==> src/rtl/ws2812_decoder.sv <==
// WS2812-style single-wire receiver: classifies high pulses as 0/1 and assembles 24-bit {r,g,b} pixels.
// pixel_valid 3 clk after the line falls on the 24th bit; no backpressure, every event is a 1-cycle pulse.
module ws2812_decoder #(
   parameter int T_MIN_HIGH   = 8,
   parameter int T_BIT_THRESH = 30,
   parameter int T_MAX_HIGH   = 60,
   parameter int T_RESET      = 400,
   parameter int CNT_W        = 10,
   parameter int IDX_W        = 10
) (
   input  logic             clk,
   input  logic             rst,
   input  logic             din,
   output logic [7:0]       r,
   output logic [7:0]       g,
   output logic [7:0]       b,
   output logic             pixel_valid,
   output logic [IDX_W-1:0] pixel_idx,
   output logic             frame_done,
   output logic             err_glitch,
   output logic             err_long,
   output logic             err_partial,
   output logic             busy
);

   localparam logic [CNT_W-1:0] MIN_C    = CNT_W'(T_MIN_HIGH);
   localparam logic [CNT_W-1:0] THR_C    = CNT_W'(T_BIT_THRESH);
   localparam logic [CNT_W-1:0] MAX_C    = CNT_W'(T_MAX_HIGH);
   localparam logic [CNT_W-1:0] RST_M1_C = CNT_W'(T_RESET - 1);
   localparam logic [CNT_W-1:0] ONE_C    = CNT_W'(1);

   typedef enum logic [1:0] {S_SYNC, S_IDLE, S_HIGH, S_LOW} state_t;

   state_t           state;
   state_t           state_nxt;
   logic             din_m;
   logic             din_s;
   logic [CNT_W-1:0] high_cnt;
   logic [CNT_W-1:0] low_cnt;
   logic [4:0]       bit_cnt;
   logic [22:0]      shift_q;
   logic             ev_long;
   logic             ev_glitch;
   logic             ev_bit;
   logic             ev_gap;
   logic             sync_done;
   logic             bit_val;

   function automatic logic [CNT_W-1:0] sat_inc(input logic [CNT_W-1:0] v);
      return (v == {CNT_W{1'b1}}) ? v : v + ONE_C;
   endfunction

   always_ff @(posedge clk) begin
      if (rst) begin
         din_m <= 1'b0;
         din_s <= 1'b0;
      end else begin
         din_m <= din;
         din_s <= din_m;
      end
   end

   always_ff @(posedge clk) begin
      if (rst) state <= S_SYNC;
      else     state <= state_nxt;
   end

   always_comb begin
      state_nxt = state;
      case (state)
         S_SYNC: if (sync_done) state_nxt = S_IDLE;
         S_IDLE: if (din_s) state_nxt = S_HIGH;
         S_HIGH: begin
            if (ev_long || ev_glitch) state_nxt = S_SYNC;
            else if (ev_bit)          state_nxt = S_LOW;
         end
         S_LOW: begin
            if (din_s)       state_nxt = S_HIGH;
            else if (ev_gap) state_nxt = S_IDLE;
         end
         default: state_nxt = S_SYNC;
      endcase
   end

   always_comb begin
      busy      = (state == S_HIGH) || (state == S_LOW);
      ev_long   = (state == S_HIGH) && din_s && (high_cnt >= MAX_C);
      ev_glitch = (state == S_HIGH) && !din_s && (high_cnt < MIN_C);
      ev_bit    = (state == S_HIGH) && !din_s && (high_cnt >= MIN_C);
      ev_gap    = (state == S_LOW) && !din_s && (low_cnt >= RST_M1_C);
      sync_done = (state == S_SYNC) && !din_s && (low_cnt >= RST_M1_C);
      bit_val   = (high_cnt >= THR_C);
   end

   always_ff @(posedge clk) begin
      if (rst) begin
         r           <= '0;
         g           <= '0;
         b           <= '0;
         pixel_valid <= 1'b0;
         pixel_idx   <= '0;
         frame_done  <= 1'b0;
         err_glitch  <= 1'b0;
         err_long    <= 1'b0;
         err_partial <= 1'b0;
         high_cnt    <= '0;
         low_cnt     <= '0;
         bit_cnt     <= '0;
         shift_q     <= '0;
      end else begin
         pixel_valid <= 1'b0;
         frame_done  <= 1'b0;
         err_glitch  <= 1'b0;
         err_long    <= 1'b0;
         err_partial <= 1'b0;
         if (pixel_valid) pixel_idx <= pixel_idx + 1'b1;
         case (state)
            S_SYNC: low_cnt <= din_s ? '0 : sat_inc(low_cnt);
            S_IDLE: if (din_s) high_cnt <= ONE_C;
            S_HIGH: begin
               if (ev_long) begin
                  err_long  <= 1'b1;
                  bit_cnt   <= '0;
                  pixel_idx <= '0;
                  low_cnt   <= '0;
               end else if (din_s) begin
                  high_cnt <= sat_inc(high_cnt);
               end else if (ev_glitch) begin
                  // the low sample that ends the glitch already counts toward resync
                  err_glitch <= 1'b1;
                  bit_cnt    <= '0;
                  pixel_idx  <= '0;
                  low_cnt    <= ONE_C;
               end else begin
                  shift_q <= {shift_q[21:0], bit_val};
                  low_cnt <= ONE_C;
                  if (bit_cnt == 5'd23) begin
                     {r, g, b}   <= {shift_q, bit_val};
                     pixel_valid <= 1'b1;
                     bit_cnt     <= '0;
                  end else begin
                     bit_cnt <= bit_cnt + 5'd1;
                  end
               end
            end
            S_LOW: begin
               if (din_s) begin
                  high_cnt <= ONE_C;
               end else if (ev_gap) begin
                  frame_done  <= 1'b1;
                  err_partial <= (bit_cnt != 5'd0);
                  bit_cnt     <= '0;
                  pixel_idx   <= '0;
                  low_cnt     <= '0;
               end else begin
                  low_cnt <= sat_inc(low_cnt);
               end
            end
            default: ;
         endcase
      end
   end

endmodule

==> config.mk <==
export PLATFORM = sky130hd
export DESIGN_NAME = ws2812_decoder
export DESIGN_NICKNAME = d
export VERILOG_FILES = /design/src/rtl/ws2812_decoder.sv
export SDC_FILE = /design/constraint.sdc
export NUM_CORES = 1
export LEC_CHECK = 0
export BUFFER_PORTS_ARGS = -buffer_cell sky130_fd_sc_hd__buf_2
export CORE_MARGIN = 10
export CORE_UTILIZATION = 45
export DETAILED_ROUTE_END_ITERATION = 8
export PLACE_DENSITY_LB_ADDON = 0.15
export REMOVE_ABC_BUFFERS = 1
export SLEW_MARGIN = 20
export SYNTH_ARGS = -nofsm -noshare
export SYNTH_HDL_FRONTEND = slang
export SYNTH_SLANG_ARGS = --single-unit
export TNS_END_PERCENT = 100
==> constraint.sdc <==
create_clock -name clk -period 4.3 [get_ports clk]
set_clock_uncertainty 0.15 [all_clocks]
set_input_delay 0.645 -clock clk [delete_from_list [all_inputs] [get_ports clk]]
set_output_delay 0.645 -clock clk [all_outputs]
set_load 0.02 [all_outputs]
==> results.ini <==
[run_status]
status = finished, final reports clean

[synthesis]
yosysSeqAreaShare_pct = 49.11
synth-edff-count = 0
synth_cell_types = 52
postSynth.asyncResetShare_pct = 0
syn_inst = 440
yosys_warnings = 0
synth-seq-cells = 91
synthFlopType = dfxtp_1
avgSynthCellArea_sq_um = 8.431
netlist_area_sq_um = 3710

[worst_setup_path]
crit_family = simple AND/OR/NAND/NOR gates
reg2regPathDepth = 5
cp_slowest_cell = nor2_2
cp-end-kind = register
crit_required_ps = 4420
worst-path-buf-inv = 0
crit_arrival_ps = 2750
r2r_start = state[1]
critPathKind = reg2reg
crit_path_start_kind = register
rrSetupSlack_ps = 1670
cp_max_fo = 25
crit_chain = nand2b_1 -> a211o_2 -> nor2_2 -> nor2_1 -> a211oi_1
crit_end = b[0]
critPathLaunch = state[1]
slowest_delay_ps = 780
r2r_end = b[0]
cp.depth = 5

[route]
wl_per_cell_um = 13.13
drc = 0
drtPass1Iterations = 4
vias = 2988
viasPerCell = 5.125
routed_wl_um = 7653
dr.first_iter.drc_count = 111
antenna_left = 0

[placement]
dp_slack_ps = 1664
dp_hpwl_um = 5173
gp_congestion = 0.8256
portBuffers = 42

[flow_run]
drv_cap = 0

[floorplan]
io_pins = 43
rows = 33
die_h_um = 110.8
dieWidth_um = 110.8
core_area_sq_um = 8134
die_area_sq_um = 12280
initial_core_util_pct = 45.61

[global_routing]
grt-busiest-layer = met2
met3_usage_pct = 4.491
grt_max_degree = 42
overflow = 0
track_usage_pct = 12.37
met1_usage_pct = 14.88
grt_pass1_wl_um = 13320
met2_usage_pct = 20.13
grt_antenna_before_repair = 0
grt_pass1_vias = 2869

[timing]
setup_violations = 0
maxSlewHeadroom_pct = 38.23
fin_crit_sh_pct = 61.20
max_freq_ghz = 0.3800
rsz0062_at_grt = false
period_needed_ps = 2632
worst_pin_slew_ps = 925.6
final_max_slew_viol_count = 0
hold_viol_final = 0
fin_ws_ps = 1668
fin_setup_tns_ps = 0

[pwr]
powerDensity_nw_per_um2 = 350.7
clock_power_share_pct = 40.1
intPower_mw = 1.128
p_leak_nw = 1.552
swShare_pct = 22.74
peakVddDrop_uv = 367.0
power_frac_seq_pct = 58.2
p_comb_share_pct = 1.7
p_total_mw = 1.460
switchingPower_uw = 332.0

[clock_tree]
cts_sinks = 91
path_clk_slew_ps = 90
clkLatencyLatePin_ps = 360
postCtsSetupRepairBufs = 0
htree_num_levels = 3
cts_buffers = 9
postCtsHoldBufs = 0
cts_tree = yes
max-clock-path-buffers = 2
post_cts_resized = 0
cts_root_buf = clkbuf_8

[layout]
final_layout_size_suffix_gt1_share_pct = 15.27
diodes = 0
layout.nets = 482
area_growth_pct = 12.21

[min_path]
hold_class = reg2reg
min_path_cells = 1

final cells by class:
cell class	count	area, sq um
repair buffers	44	225.2
well taps	105	131.4
fillers	807	3971
multi-input cells	318	1748
clock inverters	6	75.07
flip-flops and latches	91	1822
inverters	9	33.78
clock buffers	10	127.6
synth_stat cells (all sizes together), types with 9 or more instances:
| cell type | n | share of area (%) |
|---|---|---|
| buf | 10 | 1.7 |
| dfxtp | 91 | 49 |
| nand2 | 105 | 11 |
| inv | 9 | 0.91 |
| clkbuf | 12 | 1.2 |
| nand3 | 13 | 1.8 |
| xor2 | 11 | 2.6 |
| nand4 | 9 | 1.5 |
| nor2 | 34 | 3.6 |
| a21oi | 57 | 7.7 |
through the flow:
stage               std cells  area [sq um]  util [%]  hold slack (ps)
floorplan                 418          3603         -            263.8
global placement          567          3960     48.68            281.5
detailed placement        567          3960     48.68            286.5
CTS                       583          4163     51.18            310.0
global route              583          4163     51.18            314.8
finish                    583          4163     51.18            304.6
sequential cells by signal, summed over array words and instances (netlist names):
signal       cells
err_partial      1
frame_done       1
err_long         1
low_cnt         10
err_glitch       1
shift_q         23
pixel_valid      1
din_s            1
g                8
state            2
bit_cnt          5
din_m            1
r                8
high_cnt        10
b                8
pixel_idx       10
how the worst min path moves through the flow:
stage	endpoint	start	slack [ps]
after global placement	din_s	din_m	280
after global routing	din_s	din_m	310
after floorplan	din_s	din_m	260
after detailed placement	din_s	din_m	290
final	din_s	din_m	300
after CTS	din_s	din_m	310
cell families (layout without fill, tap and decap cells):
logic type	Yosys count	count (layout)	synth area share, %
AOI/OAI and AO/OA	89	89	14.64
xor gates and xnor gates	16	16	3.777
adders and majority gates	6	6	2.024
buffers and inverters	31	69	3.777
DFF	91	91	49.11
muxes	4	4	1.113
and+or+nand+nor	203	203	25.56
layout by cell type (no fill, tap or decap), types with 3 or more instances in the layout:
| master | instances |
|---|---|
| nand3_1 | 13 |
| and2_1 | 5 |
| nor2_1 | 32 |
| nor2b_1 | 3 |
| inv_1 | 9 |
| nor3_1 | 7 |
| xor2_1 | 11 |
| nor3b_1 | 4 |
| o21ai_0 | 5 |
| nand2b_1 | 3 |
| a21oi_1 | 57 |
| dfxtp_1 | 91 |
| clkinv_4 | 3 |
| nand4_1 | 9 |
| ha_1 | 6 |
| and3_1 | 6 |
| clkbuf_8 | 9 |
| a211oi_1 | 3 |
| mux2i_1 | 3 |
| buf_2 | 42 |
| nand2_1 | 105 |
| a31oi_1 | 4 |
| xnor2_1 | 5 |
power groups by stage:
| stage | clock network [mW] | registers (mW) | logic [mW] |
|---|---|---|---|
| finish | 0.585 | 0.849 | 0.0252 |
| CTS | 0.607 | 0.850 | 0.0257 |
| detailed placement | 0 | 0.869 | 0.0256 |
| floorplan | 0 | 0.868 | 0.0118 |
| global route | 0.639 | 0.851 | 0.0288 |
| global placement | 0 | 0.869 | 0.0255 |
worst reg2reg max path, cell delays in order (launching register included):
cell      delay [ps]
dfxtp_1          560
nand2b_1         210
a211o_2          530
nor2_2           790
nor2_1            80
a211oi_1         230
metal layers:
metal,wire length [um],vias up
li1,-,1565
met2,3521,37
met4,95,0
met1,3673,1373
met3,363,13
met5,0,-
(Power assumes the default switching activity.)
